<file path="config.mk">
export PLATFORM = sky130hd
export DESIGN_NAME = rename_free_list_ctrl
export DESIGN_NICKNAME = d
export VERILOG_FILES = /design/src/rtl/rename_free_list_ctrl.sv
export SDC_FILE = /design/constraint.sdc
export NUM_CORES = 1
export LEC_CHECK = 0
export BUFFER_PORTS_ARGS = -buffer_cell sky130_fd_sc_hd__buf_2
export CAP_MARGIN = 5
export CORE_UTILIZATION = 39
export CTS_BUF_LIST = sky130_fd_sc_hd__clkbuf_16
export DETAILED_ROUTE_END_ITERATION = 6
export HOLD_SLACK_MARGIN = 0.12
export PLACE_DENSITY = 0.56
export SYNTH_ARGS = -nofsm -noshare
export SYNTH_HDL_FRONTEND = slang
export SYNTH_SLANG_ARGS = --single-unit
</file>
<file path="constraint.sdc">
create_clock -name clk -period 4.62 [get_ports clk]
set_input_delay 0.924 -clock clk [delete_from_list [all_inputs] [get_ports clk]]
set_output_delay 0.924 -clock clk [all_outputs]
set_load 0.03 [all_outputs]
</file>
<file path="src/rtl/rename_free_list_ctrl.sv">
// Physical-register free list for the rename stage: one grant and one release per
// cycle, branch checkpoints of the list head, and post-reset list initialisation.
module rename_free_list_ctrl #(
  parameter int NUM_PHYS_REGS = 64,
  parameter int NUM_ARCH_REGS = 32,
  parameter int NUM_CKPT      = 4
) (
  input  logic                             clk,
  input  logic                             rst_n,
  input  logic                             alloc_req_i,
  output logic                             alloc_grant_o,
  output logic [$clog2(NUM_PHYS_REGS)-1:0] alloc_tag_o,
  input  logic                             rel_valid_i,
  input  logic [$clog2(NUM_PHYS_REGS)-1:0] rel_tag_i,
  input  logic                             ckpt_take_i,
  output logic                             ckpt_ok_o,
  output logic [$clog2(NUM_CKPT)-1:0]      ckpt_id_o,
  input  logic                             ckpt_resolve_i,
  input  logic                             recover_i,
  input  logic [$clog2(NUM_CKPT)-1:0]      recover_id_i,
  output logic                             ready_o,
  output logic [$clog2(NUM_PHYS_REGS-NUM_ARCH_REGS):0] free_count_o,
  output logic                             ckpt_full_o,
  output logic                             err_o
);
  localparam int DEPTH = NUM_PHYS_REGS - NUM_ARCH_REGS;
  localparam int TW    = $clog2(NUM_PHYS_REGS);
  localparam int IW    = $clog2(DEPTH);
  localparam int PW    = IW + 1;
  localparam int CW    = $clog2(NUM_CKPT);

  typedef enum logic [1:0] {S_INIT = 2'd0, S_RUN = 2'd1, S_RECOVER = 2'd2} state_e;

  state_e          state_q, state_d;
  logic [PW-1:0]   head_q, head_d, tail_q, tail_d, free_q, free_d;
  logic [CW:0]     ck_rd_q, ck_rd_d, ck_wr_q, ck_wr_d, ck_cnt_q, ck_cnt_d;
  logic            err_q, err_d;
  logic [IW-1:0]   init_idx_q, init_idx_d;
  logic [TW-1:0]   list_q [DEPTH];
  logic [PW-1:0]   ckpt_head_q [NUM_CKPT];

  logic            run_s, grant_s, ckok_s, ckfull_s, rel_acc_s, res_ok_s, live_s;
  logic            list_we_s, ck_we_s;
  logic [IW-1:0]   list_wa_s;
  logic [TW-1:0]   list_wd_s;
  logic [PW-1:0]   head_next_s, free_after_g_s;
  logic [CW:0]     rd_res_s, cnt_res_s;
  logic [CW-1:0]   dist_s;

  assign run_s       = (state_q == S_RUN);
  assign ckfull_s    = (ck_cnt_q == (CW+1)'(NUM_CKPT));
  assign grant_s     = run_s & alloc_req_i & (free_q != {PW{1'b0}}) & ~recover_i;
  assign ckok_s      = run_s & ckpt_take_i & ~ckfull_s & ~recover_i;
  assign head_next_s = head_q + PW'(grant_s);

  assign alloc_grant_o = grant_s;
  assign alloc_tag_o   = list_q[head_q[IW-1:0]];
  assign ckpt_ok_o     = ckok_s;
  assign ckpt_id_o     = ck_wr_q[CW-1:0];
  assign ready_o       = run_s;
  assign free_count_o  = free_q;
  assign ckpt_full_o   = ckfull_s;
  assign err_o         = err_q;

  // Next-state for pointers, counters, checkpoint FIFO and the phase FSM.
  always_comb begin
    state_d        = state_q;
    head_d         = head_q;
    tail_d         = tail_q;
    free_d         = free_q;
    ck_rd_d        = ck_rd_q;
    ck_wr_d        = ck_wr_q;
    ck_cnt_d       = ck_cnt_q;
    err_d          = err_q;
    init_idx_d     = init_idx_q;
    list_we_s      = 1'b0;
    list_wa_s      = tail_q[IW-1:0];
    list_wd_s      = rel_tag_i;
    ck_we_s        = 1'b0;
    rel_acc_s      = 1'b0;
    res_ok_s       = 1'b0;
    live_s         = 1'b0;
    free_after_g_s = free_q - PW'(grant_s);
    rd_res_s       = ck_rd_q;
    cnt_res_s      = ck_cnt_q;
    dist_s         = {CW{1'b0}};
    case (state_q)
      S_INIT: begin
        list_we_s  = 1'b1;
        list_wa_s  = init_idx_q;
        list_wd_s  = TW'(init_idx_q) + TW'(DEPTH);
        tail_d     = tail_q + PW'(1);
        free_d     = free_q + PW'(1);
        init_idx_d = init_idx_q + IW'(1);
        if (init_idx_q == {IW{1'b1}}) begin
          state_d = S_RUN;
        end else begin
          state_d = S_INIT;
        end
      end
      S_RUN, S_RECOVER: begin
        state_d = S_RUN;
        if (rel_valid_i) begin
          if (free_after_g_s == PW'(DEPTH)) begin
            err_d = 1'b1;
          end else begin
            rel_acc_s = 1'b1;
            list_we_s = 1'b1;
            tail_d    = tail_q + PW'(1);
          end
        end else begin
          rel_acc_s = 1'b0;
        end
        res_ok_s = ckpt_resolve_i & (ck_cnt_q != {(CW+1){1'b0}});
        if (ckpt_resolve_i && !res_ok_s) begin
          err_d = 1'b1;
        end else begin
          err_d = err_d;
        end
        rd_res_s  = ck_rd_q + (CW+1)'(res_ok_s);
        cnt_res_s = ck_cnt_q - (CW+1)'(res_ok_s);
        head_d    = head_next_s;
        free_d    = free_q + PW'(rel_acc_s) - PW'(grant_s);
        ck_rd_d   = rd_res_s;
        ck_wr_d   = ck_wr_q + (CW+1)'(ckok_s);
        ck_cnt_d  = cnt_res_s + (CW+1)'(ckok_s);
        ck_we_s   = ckok_s;
        // Liveness is judged after this cycle's resolve has retired the oldest slot.
        if (run_s && recover_i) begin
          dist_s = recover_id_i - rd_res_s[CW-1:0];
          live_s = ({1'b0, dist_s} < cnt_res_s);
          if (live_s) begin
            head_d   = ckpt_head_q[recover_id_i];
            free_d   = free_q + PW'(rel_acc_s) + (head_q - ckpt_head_q[recover_id_i]);
            ck_wr_d  = rd_res_s + {1'b0, dist_s} + (CW+1)'(1);
            ck_cnt_d = {1'b0, dist_s} + (CW+1)'(1);
            state_d  = S_RECOVER;
          end else begin
            err_d = 1'b1;
          end
        end else begin
          live_s = 1'b0;
        end
      end
      default: state_d = S_INIT;
    endcase
  end

  // Control state with asynchronous reset.
  always_ff @(posedge clk or negedge rst_n) begin
    if (!rst_n) begin
      state_q    <= S_INIT;
      head_q     <= {PW{1'b0}};
      tail_q     <= {PW{1'b0}};
      free_q     <= {PW{1'b0}};
      ck_rd_q    <= {(CW+1){1'b0}};
      ck_wr_q    <= {(CW+1){1'b0}};
      ck_cnt_q   <= {(CW+1){1'b0}};
      err_q      <= 1'b0;
      init_idx_q <= {IW{1'b0}};
    end else begin
      state_q    <= state_d;
      head_q     <= head_d;
      tail_q     <= tail_d;
      free_q     <= free_d;
      ck_rd_q    <= ck_rd_d;
      ck_wr_q    <= ck_wr_d;
      ck_cnt_q   <= ck_cnt_d;
      err_q      <= err_d;
      init_idx_q <= init_idx_d;
    end
  end

  // Tag storage and checkpoint slots; contents are rebuilt by INIT, so no reset.
  always_ff @(posedge clk) begin
    if (list_we_s) begin
      list_q[list_wa_s] <= list_wd_s;
    end
    if (ck_we_s) begin
      ckpt_head_q[ck_wr_q[CW-1:0]] <= head_next_s;
    end
  end
endmodule

</file>
==> flow_summary.yaml <==
run_status:
  outcome: "finished, final reports clean"
clocking:
  clk_pin_slew_ns: 0.06
  cts_root_buffer: "clkbuf_16"
  htreeDepth: 1
  cts.sinks: 248
  post_cts_resized: 0
  clock_path_buffers: 3
  cts_hold_buf: 0
  insertion_delay_ns: 0.55
  cts_buffers: 26
  post_cts_buffers: 0
  tritoncts: "yes"
cells_and_area:
  fillers: 2476
  syn_to_final_growth_pct: 13.54
  final_common_cell: "edfxtp_1"
  seqCellArea_mm2: 0.007292
  drive_gt1_frac: 0.2212
  multi_input_area_mm2: 0.003477
  nets: 777
  most-common-layout-cells: "216 x edfxtp_1, 66 x mux4_2, 58 x nor2_1"
  antenna_cells: 0
detailed_routing:
  vias: 5923
  post_drt_wl_per_cell_um: 20.67
  ant_nets: 0
  finalWirelength_mm: 23.24
  dr.pass1.iters: 4
  initialDrtViolationCount: 387
  drt-vias-per-instance: 5.270
  drc: 0
critical_path:
  path_cells: "inv_1 > ha_1 > nor2b_1 > nand2_1 > a31oi_2 > ha_1 > xnor2_1 > nand3_1 > and2_1 > ha_1 > ha_1 > inv_1 > fa_1 > inv_1 > fa_1 > a21o_1 > a21oi_1 > xor2_1 > nor2_1 > a21oi_1 > a21oi_1"
  cp_common_cell: "ha_1"
  criticalPathCategory: "reg -> reg"
  cp_top_family: "adder cells"
  rrSetupSlack_ns: 0.36
  worst_ep_arrival_time_ns: 4.66
  path_max_fanout: 4
  critPathBufInv: 3
  critPathSlowestCell: "fa_1"
  worst_setup_path_end_kind: "flop"
  max_stage_delay_ns: 0.48
  startpoint_type: "flop"
  cp_data_required_time_ns: 5.02
hold_path:
  worstHoldPathType: "in -> async"
sta:
  timing.final.hold_violations: 0
  whs_ns: 0.4598
  max-slew-margin-rel: 0.2372
  skew_ns: 0.03333
  finalSetupViolCount: 0
  fin_crit_ns: 4.257
  max_freq_mhz: 234.9
  worst_pin_slew_ns: 1.144
  rsz0062_at_grt: "no"
  finalCritPeriodShare: 0.9215
  drv_slew: 0
  finalSetupTns_ns: 0
  setup_ws_ns: 0.3629
synth:
  synthArstFlopShare: 0.1290
  synth_area_mm2: 0.01104
  syn_inst: 680
  synth.avg_cell_area_um2: 16.24
  yosysWarningCount: 0
  synth_seq_area_share: 0.6599
  synth-edff-count: 216
  syn_nets: 730
  synthFlopType: "edfxtp_1"
  synthDistinctLibCells: 41
  yosys_register_bits: 248
placement:
  place_ws_ns: 0.03071
  hpwlAfterDp_mm: 15.46
  io_buffers: 33
  routabilityCongestion: 0.7957
floorplanning:
  pin_count: 34
  fp.dieW_um: 170.3
  placementRows: 61
  die-area_mm2: 0.02899
  fp.dieH_um: 170.3
  initial_core_util: 0.3975
  core_mm2: 0.02778
power_and_ir_drop:
  p_leak_nw: 4.485
  vdd_drop_max_v: 0.0004208
  p_per_area_mw_per_mm2: 732.2
job:
  drv_cap: 0
grt:
  grt-ovfl-total: 0
  grt_pass1_vias: 6173
  grt_max_degree: 41
  antenna_found_initial: 0
  grt_pass1_wl_mm: 36.45
  grt_util_all_layers: 0.1691
==> kinds of logic after synthesis <==
group | count (synthesis) | synth area share
AOI/OAI and AO/OA | 62 | 0.03331
xor gates and xnor gates | 35 | 0.02901
adders and majority gates | 35 | 0.04305
buffers and inverters | 68 | 0.02753
DFF | 248 | 0.6599
muxes | 79 | 0.1470
and+or+nand+nor | 153 | 0.06028
==> cells in the mapped netlist (4+ instances only) <==
library cell,number,share of area
nand2b_1,6,0.0034
nor2b_1,5,0.0028
xnor2_1,21,0.017
fa_1,5,0.0091
nand3_1,18,0.0082
mux2_2,5,0.0051
mux4_2,66,0.13
o32ai_1,4,0.0032
dfrtp_1,32,0.073
a21oi_1,22,0.010
nand2_1,49,0.017
inv_1,35,0.012
buf_2,9,0.0041
nand4_1,4,0.0023
o22ai_1,4,0.0023
ha_1,30,0.034
edfxtp_1,216,0.59
nor3_1,5,0.0023
nor2_1,58,0.020
clkbuf_1,16,0.0054
a31oi_1,5,0.0028
xor2_1,13,0.010
mux2i_1,8,0.0073
o21ai_0,16,0.0073
==> area by class of cell <==
class,instances,share of cell area
Multi-Input combinational cell,364,0.2773
Clock buffer,26,0.05189
Timing Repair Buffer,50,0.02694
Sequential cell,248,0.5816
Clock inverter,21,0.01347
Tap cell,378,0.03772
Inverter,37,0.01108
==> path summary, 6_finish.rpt <==
kind	start	to	cells past startpoint
worst max-delay path	state_q[1]$_DFF_PN0_	free_count_o[4]$_DFFE_PN0P_	21
worst min-delay path	rst_n	state_q[1]$_DFF_PN0_	1
worst max register to register	state_q[1]$_DFF_PN0_	free_count_o[4]$_DFFE_PN0P_	21
worst min register to register	err_o$_DFFE_PN0N_	err_o$_DFFE_PN0N_	1
max in group asynchronous	rst_n	head_q[0]$_DFFE_PN0N_	1
min in group clk	err_o$_DFFE_PN0N_	err_o$_DFFE_PN0N_	1
==> metrics by stage <==
step / area, um2 / power, W / util / instances
global route: 12540 / 0.009744 / 0.4513 / 1124
detailed placement: 11700 / 0.007253 / 0.4211 / 1076
CTS: 12520 / 0.009241 / 0.4506 / 1123
global placement: 11700 / 0.007153 / 0.4211 / 1076
floorplan: 11050 / 0.006080 / - / 680
finish: 12540 / 0.009181 / 0.4513 / 1124
==> metal layers <==
layer | up-vias | track usage | routed length (um)
met4 | 0 | 0.04348 | 524
met3 | 38 | 0.03395 | 1129
li1 | 2692 | - | -
met1 | 3053 | 0.2220 | 10010
met2 | 140 | 0.2871 | 11570
met5 | - | 0 | 0
==> report_power, final <==
group,switching [W],leakage [nW],internal [W]
combinational,0.00229,1.75,0.00142
sequential,0.000280,2.31,0.00321
clock,0.000847,0.430,0.00114
==> flip-flops by register name, indices dropped and copies added, names as in the netlist, 3 cells and up <==
name          flops
list_q          192
ckpt_head_q      24
free_count_o      6
head_q            6
init_idx_q        5
tail_q            5
ck_cnt_q          3
No activity file was read; power rests on OpenSTA's default activity.
